`config.mk`:
```
export PLATFORM = sky130hd
export DESIGN_NAME = sd_dat_writer
export DESIGN_NICKNAME = d
export VERILOG_FILES = /design/src/rtl/sd_dat_writer.sv
export SDC_FILE = /design/constraint.sdc
export NUM_CORES = 1
export LEC_CHECK = 0
export BUFFER_PORTS_ARGS = -buffer_cell sky130_fd_sc_hd__buf_2
export CORE_MARGIN = 2
export CORE_UTILIZATION = 50
export CTS_CLUSTER_SIZE = 28
export DETAILED_ROUTE_END_ITERATION = 10
export GPL_TIMING_DRIVEN = 0
export PLACE_DENSITY = 0.77
export SYNTH_ARGS = -nofsm -noshare
export SYNTH_HDL_FRONTEND = slang
export SYNTH_SLANG_ARGS = --single-unit
export TNS_END_PERCENT = 10
```
`constraint.sdc`:
```
create_clock -name clk -period 4.6 [get_ports clk]
set_clock_uncertainty 0.15 [all_clocks]
set_input_delay 0.46 -clock clk [delete_from_list [all_inputs] [get_ports clk]]
set_output_delay 0.46 -clock clk [all_outputs]
set_load 0.03 [all_outputs]
```
`src/rtl/sd_dat_writer.sv`:
```
// SD-bus 4-bit DAT writer: sends one 512-byte sector with per-line CRC16, then
// collects the card's CRC-status token and busy phase on DAT0.
module sd_dat_writer #(
    parameter int RESP_TIMEOUT = 64,
    parameter int BUSY_TIMEOUT = 1000000
) (
    input  logic       clk,
    input  logic       rst,
    input  logic       sdclk,
    input  logic [3:0] sddat_i,
    output logic [3:0] sddat_o,
    output logic       sddat_oe,
    input  logic       wstart,
    output logic       wbusy,
    output logic       wdone,
    output logic [1:0] wstatus,
    output logic       inreq,
    output logic [8:0] inaddr,
    input  logic [7:0] inbyte
);
    localparam int MAX_TO = (BUSY_TIMEOUT > RESP_TIMEOUT) ?
                            ((BUSY_TIMEOUT > 16) ? BUSY_TIMEOUT : 16) :
                            ((RESP_TIMEOUT > 16) ? RESP_TIMEOUT : 16);
    localparam int CW = $clog2(MAX_TO + 2);
    localparam logic [CW-1:0] RESP_LIM = CW'(RESP_TIMEOUT);
    localparam logic [CW-1:0] BUSY_LIM = CW'(BUSY_TIMEOUT);
    localparam logic [CW-1:0] CNT_ONE  = CW'(1);
    localparam logic [CW-1:0] CNT_3    = CW'(3);
    localparam logic [CW-1:0] CNT_15   = CW'(15);

    typedef enum logic [3:0] {
        S_IDLE, S_PREFETCH, S_START, S_DATA, S_CRC, S_END,
        S_RELEASE, S_WAITRESP, S_RESP, S_BUSY, S_FINISH
    } state_t;

    state_t          state, state_next;
    logic            sdclk_q, fall, rise;
    logic            req_q;
    logic [7:0]      byte_q;
    logic [3:0]      lo_q, nib_val;
    logic [9:0]      nib;
    logic [CW-1:0]   cnt;
    logic [2:0]      tok;
    logic [15:0]     crc [4];
    logic [1:0]      fin_status;
    logic            finishing;

    // DAT[3:1] carry nothing back from the card during a write.
    logic unused;
    assign unused = &{1'b0, sddat_i[3:1]};

    function automatic logic [15:0] crc16_step(input logic [15:0] c, input logic b);
        return {c[14:0], 1'b0} ^ ((c[15] ^ b) ? 16'h1021 : 16'h0000);
    endfunction

    assign fall      = sdclk_q & ~sdclk;
    assign rise      = ~sdclk_q & sdclk;
    assign nib_val   = nib[0] ? lo_q : byte_q[7:4];
    assign wbusy     = (state != S_IDLE);
    assign wdone     = (state == S_FINISH);
    assign finishing = (state_next == S_FINISH) && (state != S_FINISH);

    always_ff @(posedge clk or posedge rst) begin
        // NOTE: flops are written with <= so every register samples pre-edge values.
        if (rst) state <= S_IDLE;
        else     state <= state_next;
    end

    always_comb begin
        // NOTE: defaults first; any path that skips an assignment would infer a latch.
        state_next = state;
        fin_status = 2'b00;
        case (state)
            S_IDLE:     if (wstart) state_next = S_PREFETCH;
            S_PREFETCH: if (req_q) state_next = S_START;
            S_START:    if (fall) state_next = S_DATA;
            S_DATA:     if (fall && nib == 10'd1023) state_next = S_CRC;
            S_CRC:      if (fall && cnt == CNT_15) state_next = S_END;
            S_END:      if (fall) state_next = S_RELEASE;
            S_RELEASE:  if (fall) state_next = S_WAITRESP;
            S_WAITRESP: if (rise) begin
                if (!sddat_i[0]) begin
                    state_next = S_RESP;
                end else if (cnt >= RESP_LIM) begin
                    state_next = S_FINISH;
                    fin_status = 2'b11;
                end
            end
            // Fourth rise is the token end bit; decide only after it.
            S_RESP:     if (rise && cnt == CNT_3) begin
                case (tok)
                    3'b010:  state_next = S_BUSY;
                    3'b101:  begin state_next = S_FINISH; fin_status = 2'b01; end
                    default: begin state_next = S_FINISH; fin_status = 2'b10; end
                endcase
            end
            S_BUSY:     if (rise) begin
                if (sddat_i[0]) begin
                    state_next = S_FINISH;
                    fin_status = 2'b00;
                end else if (cnt >= BUSY_LIM) begin
                    state_next = S_FINISH;
                    fin_status = 2'b11;
                end
            end
            S_FINISH:   state_next = S_IDLE;
            default:    state_next = S_IDLE;
        endcase
    end

    always_ff @(posedge clk or posedge rst) begin
        if (rst) begin
            sdclk_q  <= 1'b0;
            sddat_o  <= 4'hF;
            sddat_oe <= 1'b0;
            wstatus  <= 2'b00;
            inreq    <= 1'b0;
            inaddr   <= '0;
            req_q    <= 1'b0;
            byte_q   <= '0;
            lo_q     <= '0;
            nib      <= '0;
            cnt      <= '0;
            tok      <= '0;
            for (int k = 0; k < 4; k++) crc[k] <= '0;
        end else begin
            sdclk_q <= sdclk;
            inreq   <= 1'b0;
            req_q   <= inreq;
            if (req_q) byte_q <= inbyte;
            if (finishing) wstatus <= fin_status;
            case (state)
                S_IDLE: if (wstart) begin
                    inreq   <= 1'b1;
                    inaddr  <= '0;
                    wstatus <= 2'b00;
                    for (int k = 0; k < 4; k++) crc[k] <= '0;
                end
                S_START: if (fall) begin
                    sddat_oe <= 1'b1;
                    sddat_o  <= 4'h0;
                    nib      <= '0;
                end
                S_DATA: if (fall) begin
                    sddat_o <= nib_val;
                    for (int k = 0; k < 4; k++) crc[k] <= crc16_step(crc[k], nib_val[k]);
                    // byte_q is refilled mid-byte, so the low nibble is parked in lo_q.
                    if (!nib[0]) begin
                        lo_q <= byte_q[3:0];
                        if (nib[9:1] != 9'd511) begin
                            inreq  <= 1'b1;
                            inaddr <= nib[9:1] + 9'd1;
                        end
                    end
                    nib <= nib + 10'd1;
                    cnt <= '0;
                end
                S_CRC: if (fall) begin
                    for (int k = 0; k < 4; k++) begin
                        sddat_o[k] <= crc[k][15];
                        crc[k]     <= {crc[k][14:0], 1'b0};
                    end
                    cnt <= cnt + CNT_ONE;
                end
                S_END: if (fall) sddat_o <= 4'hF;
                S_RELEASE: if (fall) begin
                    sddat_oe <= 1'b0;
                    cnt      <= '0;
                end
                S_WAITRESP: if (rise) cnt <= sddat_i[0] ? cnt + CNT_ONE : '0;
                S_RESP: if (rise) begin
                    if (cnt == CNT_3) begin
                        cnt <= '0;
                    end else begin
                        tok <= {tok[1:0], sddat_i[0]};
                        cnt <= cnt + CNT_ONE;
                    end
                end
                S_BUSY: if (rise) cnt <= cnt + CNT_ONE;
                default: ;
            endcase
        end
    end
endmodule

```
==> results.cfg <==
[detailed_routing]
drc = 0
routed_wl_um = 13900
via_per_inst = 5.54
postRouteAntennaNets = 0
wl_per_cell_um = 15.1
drt_iter0_drc = 394
vias = 5122
dr.pass1.iters = 5

[placement]
port_buffers = 31
place.gp.congestion = 0.874
post_dp_cell_area_um2 = 6780
dp_hpwl_um = 9660

[finish]
final_nets = 761
final_cell_area_um2 = 7430
final_layout_size_suffix_gt1_share_pct = 14.8
antennaDiodeCount = 0
area_delta_synth_final_pct = 16.4

[worst_setup_path]
worstSetupEndpointType = flop
r2r_start = nib[1]$_DFFE_PP0P_
crit_buf_inv = 2
max_stage_delay_ns = 0.45
crit_family = simple AND/OR/NAND/NOR gates
slowest_stage = dfrtp_1
r2r_slack_ns = 1.85
rr_endpoint = inaddr[4]$_DFFE_PP0P_
critPathLaunchType = flop
required_ns = 4.73
criticalPathCategory = reg2reg
arrival_ns = 2.88
critPathMaxFanout = 10
path_cells = ha_1 > and3_2 > and3_1 > and3_1 > ha_1 > or2_1 > clkbuf_1 > clkbuf_1 > nand3_1 > o21ai_0
reg2reg_depth = 10

[sta]
finalMaxSlewViolations = 0
hold_slack_ns = 0.0847
slew_headroom_pct = 53.6
fin_setup_tns_ns = 0
min_period_over_period_pct = 59.8
worst_pin_slew_ns = 0.690
max_freq_mhz = 363
report.final.hold_viol_count = 0
setup_viol = 0
rsz0062_at_grt = false
fin_crit_ns = 2.75

[hold_path]
hold_depth = 1
hold_end = sdclk_q$_DFF_PP0_
holdCritPathClass = in2reg
min_from = sdclk

[synth]
yosys-top-cells-area = dfrtp_1 (50%), nand2_1 (8.5%), o21ai_0 (7.6%), mux2_2 (2.6%), nand3_1 (2.3%)
yosys_most_used_dff = dfrtp_1
ys_ff_latch = 132
synth_async_sr_flop_share_pct = 100
synth-edff-count = 0
synth_fp_nets = 709
yosysTopAreaCellShare_pct = 50.2
syn_area_um2 = 6380
yosysSeqAreaShare_pct = 51.9
syn_inst = 688
post-synth-top-count-cell = nand2_1
yosys.area.top_type = dfrtp_1
synth_warnings = 0
synth_area_per_cell_um2 = 9.27
synth_cell_types = 67
synthTopCellsByCount = nand2_1 (145), dfrtp_1 (128), o21ai_0 (97)

[global_routing]
grt_pass1_wl_um = 23500
grt_max_degree = 73
grt_pass1_vias = 5083
gr-usage-all-layers_pct = 21.7
overflow = 0
antenna_found_initial = 0

[clock_network]
root_buffer = clkbuf_16
path_clk_slew_ns = 0.05
cts_tree = yes
cts_resized = 0
cts_setup_buffers = 0
cts_buffers = 17
cts_buffer_depth = 2
clock_sinks = 132
htree_num_levels = 4
insertion_delay_ns = 0.42
cts_hold_buf = 1

[floorplanning]
rows = 41
die_w_um = 117
die_h_um = 117
io_pins = 35
dieArea_um2 = 13700
start_util_pct = 51.0
core_um2 = 12500

[run_status]
status = finished clean

[pwr]
power.leakage_uw = 0.00321
powerDensity_nw_per_um2 = 557
vdd_drop_max_mv = 0.276

[run]
max-cap-violations = 0
flip-flops by register name (all words and copies together), names as in the netlist:
| register | cells |
|---|---|
| nib | 10 |
| req_q | 1 |
| sddat_oe | 1 |
| inaddr | 9 |
| lo_q | 4 |
| cnt | 20 |
| crc | 64 |
| inreq | 1 |
| byte_q | 8 |
| sddat_o | 4 |
| state | 4 |
| sdclk_q | 1 |
| wstatus | 2 |
| tok | 3 |
per-layer routing:
layer	routed length, um	global-route usage [%]	vias up	part of all wire [%]
li1	-	-	2482	-
met1	6170	26.8	2507	44
met2	7100	37.7	110	51
met4	175	6.98	0	1.3
met3	501	5.10	23	3.6
met5	0	0	-	0
worst reg2reg max path: cells and delay by family, from the launching register on:
family / cells / cell delay [ns]
buffers and inverters: 2 / 0.43
AND/OR/NAND/NOR: 5 / 1.05
AO/OA/AOI/OAI: 1 / 0.09
flip-flops: 1 / 0.45
adder cells (fa/ha/maj): 2 / 0.46
worst max path at each step:
| stage | from | endpoint | slack, ns | cells past startpoint |
|---|---|---|---|---|
| final | nib[1]$_DFFE_PP0P_ | inaddr[4]$_DFFE_PP0P_ | 1.85 | 10 |
| after global routing | nib[1]$_DFFE_PP0P_ | inaddr[4]$_DFFE_PP0P_ | 1.67 | 10 |
| after CTS | nib[1]$_DFFE_PP0P_ | inaddr[2]$_DFFE_PP0P_ | 1.85 | 10 |
| after detailed placement | nib[1]$_DFFE_PP0P_ | inaddr[2]$_DFFE_PP0P_ | 1.90 | 10 |
| after global placement | rst | inaddr[4]$_DFFE_PP0P_ | -0.87 | 2 |
| after floorplan | rst | byte_q[0]$_DFFE_PP0P_ | 0.47 | 1 |
where the power goes:
group | switching (uW) | leakage, uW | internal (uW)
clock network | 477 | 0.000308 | 958
registers | 177 | 0.00177 | 1410
logic | 746 | 0.00114 | 375
cell usage in the layout, fill, tap and decap left out, types with 6 or more instances in the layout:
| master | count |
|---|---|
| dfrtp_1 | 128 |
| xor2_1 | 12 |
| inv_1 | 16 |
| nor2_1 | 37 |
| nand3_1 | 29 |
| xnor2_1 | 10 |
| buf_2 | 38 |
| clkbuf_1 | 27 |
| nor3_1 | 9 |
| clkbuf_16 | 17 |
| and3_1 | 6 |
| mux2_2 | 15 |
| o31ai_1 | 10 |
| or3_1 | 9 |
| nand2_1 | 145 |
| o21ai_0 | 97 |
| o21ai_1 | 8 |
| nand2b_1 | 11 |
| a21oi_1 | 23 |
logic make-up (layout without fill, tap and decap cells):
logic type,after synthesis,after routing,share of synthesized area (%)
flip-flops,132,132,51.9
XOR/XNOR,22,22,3.02
AND/OR/NAND/NOR,291,291,22.2
buffers and inverters,54,118,3.73
multiplexers,20,20,3.43
adder cells (fa/ha/maj),5,5,0.981
AO/OA/AOI/OAI,164,164,14.8
through the flow:
step	std cells	total power [uW]	worst slack (ns)	utilization [%]
6_report	924	4140	1.85	59.3
5_1_grt	924	4370	1.67	59.3
4_1_cts	924	4160	1.85	59.3
3_5_place_dp	892	2700	1.90	54.2
3_3_place_gp	891	2640	-0.866	53.9
2_1_floorplan	688	2390	0.471	-
final cells by class:
type / instances / area (um2)
fillers: 1113 / 5090
flip-flops and latches: 132 / 3310
multi-input cells: 502 / 2830
clock buffers: 22 / 484
well taps: 172 / 215
repair buffers: 33 / 193
plain buffers: 37 / 174
clock inverters: 9 / 150
inverters: 17 / 68.8
(Power assumes the default switching activity.)
